===== src/rtl/dmem_arbiter.sv =====
// dmem_arbiter: shares the single-port synchronous-read data memory between
// the CPU load/store stage and the debug/program-loader port.
// The CPU has priority. A starvation counter forces a debug grant after
// STARVE_LIMIT consecutive denied debug cycles. A lock mode lets the loader
// hold the memory for bulk transfers while the CPU stalls.
// Read data is returned one cycle after the grant, tagged by owner.
module dmem_arbiter #(
    parameter int ADDR_WIDTH   = 14,
    parameter int DATA_WIDTH   = 32,
    parameter int STARVE_LIMIT = 8
) (
    input  logic                  clk,
    input  logic                  rst_n,
    // CPU load/store port
    input  logic                  cpu_req,
    input  logic [3:0]            cpu_we,
    input  logic [ADDR_WIDTH-1:0] cpu_addr,
    input  logic [DATA_WIDTH-1:0] cpu_wdata,
    output logic                  cpu_stall,
    output logic [DATA_WIDTH-1:0] cpu_rdata,
    output logic                  cpu_rvalid,
    // Debug / program-loader port
    input  logic                  dbg_req,
    input  logic                  dbg_lock,
    input  logic [3:0]            dbg_we,
    input  logic [ADDR_WIDTH-1:0] dbg_addr,
    input  logic [DATA_WIDTH-1:0] dbg_wdata,
    output logic                  dbg_gnt,
    output logic [DATA_WIDTH-1:0] dbg_rdata,
    output logic                  dbg_rvalid,
    // Memory port
    output logic                  mem_en,
    output logic [3:0]            mem_we,
    output logic [ADDR_WIDTH-1:0] mem_addr,
    output logic [DATA_WIDTH-1:0] mem_wdata,
    input  logic [DATA_WIDTH-1:0] mem_rdata
);

    localparam logic [1:0] ST_CPU_PRI   = 2'd0;
    localparam logic [1:0] ST_DBG_FORCE = 2'd1;
    localparam logic [1:0] ST_DBG_LOCK  = 2'd2;

    localparam logic [7:0] LIMIT_C = 8'(STARVE_LIMIT);

    logic [1:0] state_r;
    logic [1:0] state_nx_s;
    logic [7:0] starve_cnt_r;
    logic [7:0] starve_cnt_nx_s;
    logic [7:0] starve_inc_s;
    logic       cpu_win_s;
    logic       dbg_win_s;
    logic       rd_pending_r;
    logic       rd_owner_r;      // 1 = debug owns the outstanding read
    logic       rd_issue_s;

    // Winner selection from the current state and this cycle's requests.
    always_comb begin
        cpu_win_s = 1'b0;
        dbg_win_s = 1'b0;
        case (state_r)
            ST_CPU_PRI: begin
                if (cpu_req) begin
                    cpu_win_s = 1'b1;
                end else begin
                    dbg_win_s = dbg_req;
                end
            end
            ST_DBG_FORCE: begin
                if (dbg_req) begin
                    dbg_win_s = 1'b1;
                end else begin
                    cpu_win_s = cpu_req;
                end
            end
            ST_DBG_LOCK: begin
                // Only the loader may use the memory while locked.
                dbg_win_s = dbg_req;
            end
            default: begin
                if (cpu_req) begin
                    cpu_win_s = 1'b1;
                end else begin
                    dbg_win_s = dbg_req;
                end
            end
        endcase
    end

    // Memory port mux driven by the winner; idle when nobody wins.
    always_comb begin
        mem_en    = cpu_win_s | dbg_win_s;
        mem_we    = 4'b0000;
        mem_addr  = '0;
        mem_wdata = '0;
        if (dbg_win_s) begin
            mem_we    = dbg_we;
            mem_addr  = dbg_addr;
            mem_wdata = dbg_wdata;
        end else if (cpu_win_s) begin
            mem_we    = cpu_we;
            mem_addr  = cpu_addr;
            mem_wdata = cpu_wdata;
        end else begin
            mem_we    = 4'b0000;
            mem_addr  = '0;
            mem_wdata = '0;
        end
    end

    assign cpu_stall  = cpu_req & ~cpu_win_s;
    assign dbg_gnt    = dbg_req & dbg_win_s;
    assign rd_issue_s = mem_en & (mem_we == 4'b0000);

    // Next state and starvation counter.
    always_comb begin
        starve_inc_s    = starve_cnt_r + 8'd1;
        starve_cnt_nx_s = starve_cnt_r;
        state_nx_s      = state_r;

        // Counter runs only while debug is actively being denied.
        if (dbg_win_s) begin
            starve_cnt_nx_s = 8'd0;
        end else if (!dbg_req) begin
            starve_cnt_nx_s = 8'd0;
        end else if (cpu_win_s && (state_r == ST_CPU_PRI)) begin
            starve_cnt_nx_s = starve_inc_s;
        end else begin
            starve_cnt_nx_s = starve_cnt_r;
        end

        case (state_r)
            ST_CPU_PRI: begin
                if (dbg_win_s && dbg_lock) begin
                    state_nx_s = ST_DBG_LOCK;
                end else if (cpu_win_s && dbg_req && (starve_inc_s == LIMIT_C)) begin
                    state_nx_s = ST_DBG_FORCE;
                end else begin
                    state_nx_s = ST_CPU_PRI;
                end
            end
            ST_DBG_FORCE: begin
                if (dbg_win_s && dbg_lock) begin
                    state_nx_s = ST_DBG_LOCK;
                end else begin
                    state_nx_s = ST_CPU_PRI;
                end
            end
            ST_DBG_LOCK: begin
                // The cycle that drops dbg_lock is still served, then release.
                if (dbg_lock) begin
                    state_nx_s = ST_DBG_LOCK;
                end else begin
                    state_nx_s = ST_CPU_PRI;
                end
            end
            default: begin
                state_nx_s = ST_CPU_PRI;
            end
        endcase
    end

    // Arbitration state and starvation counter registers.
    always_ff @(posedge clk or negedge rst_n) begin
        if (!rst_n) begin
            state_r      <= ST_CPU_PRI;
            starve_cnt_r <= 8'd0;
        end else begin
            state_r      <= state_nx_s;
            starve_cnt_r <= starve_cnt_nx_s;
        end
    end

    // Outstanding-read tracking so the response reaches the right port.
    always_ff @(posedge clk or negedge rst_n) begin
        if (!rst_n) begin
            rd_pending_r <= 1'b0;
            rd_owner_r   <= 1'b0;
        end else begin
            rd_pending_r <= rd_issue_s;
            rd_owner_r   <= dbg_win_s;
        end
    end

    // Read response steering; the non-owner sees zero data.
    always_comb begin
        cpu_rvalid = rd_pending_r & ~rd_owner_r;
        dbg_rvalid = rd_pending_r & rd_owner_r;
        if (cpu_rvalid) begin
            cpu_rdata = mem_rdata;
        end else begin
            cpu_rdata = '0;
        end
        if (dbg_rvalid) begin
            dbg_rdata = mem_rdata;
        end else begin
            dbg_rdata = '0;
        end
    end

endmodule


===== config.mk =====
export PLATFORM = sky130hd
export DESIGN_NAME = dmem_arbiter
export DESIGN_NICKNAME = d
export VERILOG_FILES = /design/src/rtl/dmem_arbiter.sv
export SDC_FILE = /design/constraint.sdc
export NUM_CORES = 1
export LEC_CHECK = 0
export BUFFER_PORTS_ARGS = -buffer_cell sky130_fd_sc_hd__buf_2
export CAP_MARGIN = 20
export CORE_AREA = 2 2 99 101
export DETAILED_ROUTE_END_ITERATION = 10
export DIE_AREA = 0 0 101 103
export SLEW_MARGIN = 10
export SYNTH_ARGS = -nofsm -noshare
export SYNTH_HDL_FRONTEND = slang
export SYNTH_SLANG_ARGS = --single-unit

===== constraint.sdc =====
create_clock -name clk -period 2.3 [get_ports clk]
set_clock_uncertainty 0.05 [all_clocks]
set_input_delay 0.46 -clock clk [delete_from_list [all_inputs] [get_ports clk]]
set_output_delay 0.46 -clock clk [all_outputs]
set_load 0.005 [all_outputs]

==> impl_results.md <==
- Run status: finished, violations left
- Violations in the final reports: negative setup slack
- CTS tree: done
- Minimum clock period: 2370 ps
- Min-Delay Path Class: input pin to asynchronous set/reset pin
- Period utilisation layout: 103%
- Final non-filler cell total: 590
- Layout cells sized above 1: 62.9%
- Syn Nets: 354
- DP Wirelength: 7080 microns
- Die width: 101 microns
- DRT Wirelength: 9440 microns
- Setup violators final: 37
- Core area: 0.00946 sq mm
- Initial antenna violation count: 2
- Site row count: 36
- DP Cell Count: 566
- GRT overflow: 0
- Mapped Avg Cell Area: 8.08 sq um
- Mapped Cells: 212
- TritonCTS buffer count: 3
- Gpl congestion: 0.843
- Clock Path Buffers: 2
- Number of global-route vias before repair: 2452
- Synth warn: 0
- DR pass1 iterations: 4
- Yosys reg bits: 12
- Leak: 2.22 nW
- Critical path origin: state_r[0]
- Arrival time worst endpoint: 1860 ps
- Highest net fanout along the worst path: 10
- Post-synth design cell area: 0.00171 sq mm
- CTS H-tree lvls: 1
- First-pass GRT wire length: 12700 microns
- Fin nets: 618
- Clk slew on worst S/H paths: 50 ps
- Die height: 103 microns
- Drt initial violations: 112
- Routed via count: 2742
- Sink Count: 12
- Fmax: 422 MHz
- Setup_tns: -1170 ps
- Final Max Slew Viols: 0
- Worst endpoint required time: 1790 ps
- Clock Latency Late Sink: 250 ps
- Worst r2r src: state_r[0]
- ANT nets after route: 0
- Fin util: 37.1%
- Largest net degree at the start of global routing: 34
- Area grow syn2layout: 105%
- GRT Util Overall: 15.8%
- Max-cap violations: 0
- Critical path type: flop to output pin
- Filler cell count: 975
- Clock Tree Root: clkbuf_8
- Hold Vio Cnt, Final: 0
- Asr flop ratio synth: 100%
- Vias per cell: 4.65
- Register area share after synthesis: 17.5%
- CTS Hold Bufs: 0
- Main synth FF type: dfrtp_1
- Post-synth EDFFs: 0
- Routed len/inst: 16.0 microns
- Worst slew pin tran: 417 ps
- I/O pins: 256
- RSZ-0062 raised after global routing: true
- Peak supply drop: 0.192 mV
- Synth unique cells: 35
- Die Area: 0.0104 sq mm
- Slew HR: 72.2%
- Setup ws final: -69.8 ps
- CP endpoint kind: output pin
- Initial Utilization: 18.1%
- DRC Markers: 0
- Pwr per Cell Area: 302 mW/mm^2
- Buffers on Ports: 255
- CP startpoint kind: flop
Yosys cell counts (5+ instances only):
master    number  area, sq um
inv_1          5         18.8
ha_1           5         62.6
and3_1        35          219
xor2_1         6         52.6
nor2_1         9         33.8
clkbuf_1      12         45.0
a22o_1        50          438
dfrtp_1       12          300
nand3_1        5         25.0
and2_1        34          213
buf_2          6         30.0
power breakdown:
part / internal [mW] / switching (mW) / leakage, nW
clock network: 0.152 / 0.0814 / 0.0288
registers: 0.217 / 0.00507 / 0.164
logic: 0.337 / 0.266 / 2.02
timing repair:
item | 4_1_cts | 5_1_grt
setup buffers | 6 | 6
setup endpoints to repair | 50 | 48
pin swaps | 5 | 23
resized for setup | 15 | 3
gates cloned | 3 | 4
per-stage QoR:
step / area, sq um / total power [mW] / hold slack [ps] / setup slack, ps
after floorplan: 1710 / 0.436 / 114 / 288
final: 3510 / 1.06 / 35.3 / -69.8
after detailed placement: 3110 / 0.726 / 311 / 83.7
after global placement: 3110 / 0.721 / 309 / 134
after global routing: 3510 / 1.13 / 59.0 / -142
after CTS: 3370 / 1.03 / 45.1 / -68.6
placed cells by master, fill, tap and decap left out, types with 3 or more instances in the layout:
| cell type | synthesis | routed |
|---|---|---|
| nand3_1 | 5 | 5 |
| nand2_1 | 3 | 3 |
| ha_1 | 5 | 3 |
| and2_1 | 34 | 34 |
| o21ai_0 | 3 | 3 |
| buf_4 | 3 | 13 |
| a22o_1 | 50 | 48 |
| nor2_1 | 9 | 9 |
| clkbuf_8 | 0 | 4 |
| buf_16 | 0 | 3 |
| buf_12 | 0 | 3 |
| and3_1 | 35 | 35 |
| clkbuf_16 | 0 | 3 |
| buf_6 | 1 | 4 |
| buf_2 | 6 | 254 |
| xor2_1 | 6 | 6 |
| dfrtp_1 | 12 | 12 |
kinds of logic (layout without fill, tap and decap cells):
family / after synthesis / after routing / share of synthesized area [%]
and+or+nand+nor: 98 / 98 / 34.3
AOI/OAI and AO/OA: 62 / 62 / 32.9
buffers and inverters: 27 / 290 / 7.45
DFF: 12 / 12 / 17.5
xor gates and xnor gates: 7 / 7 / 3.58
adders and majority gates: 5 / 5 / 3.65
muxes: 1 / 1 / 0.584
other: 0 / 1 / 0
cell type report:
class                           count  area, sq um  area share [%]
Antenna cell                        1         2.50          0.0713
Clock buffer                        4         55.1            1.57
Inverter                            5         21.3           0.606
Multi-Input combinational cell    173         1340            38.2
Sequential cell                    12          300            8.55
Tap cell                          114          143            4.06
Timing Repair Buffer              281         1650            46.9
layer usage:
metal  track usage [%]  part of all wire (%)  vias up
li1                  -                     -     1316
met1              17.7                    39     1226
met2              30.4                    50      181
met3              3.39                   9.1       17
met4              4.16                   2.0        2
met5                 0                  0.14        -
worst max-delay path, cell delays in order (launching register included):
cell and delay [ps]:
dfrtp_1 380, inv_2 70, ha_4 300, inv_4 50
a21boi_4 230, buf_6 160, buf_12 130, a22o_1 170
buf_2 120
flip-flops by register name, indices dropped and copies added, names as in the netlist:
name,flops
starve_cnt_r,8
state_r,2
rd_owner_r,1
rd_pending_r,1
worst paths after layout:
kind,endpoint,slack [ps],cells past startpoint
max in group asynchronous,rd_pending_r,1940,1
max,mem_wdata[0],-70,8
min reg2reg,starve_cnt_r[1],550,2
min in group clk,state_r[1],430,2
max reg2reg,rd_pending_r,370,10
min,starve_cnt_r[5],40,1
Power figures use the tool's default switching activity.
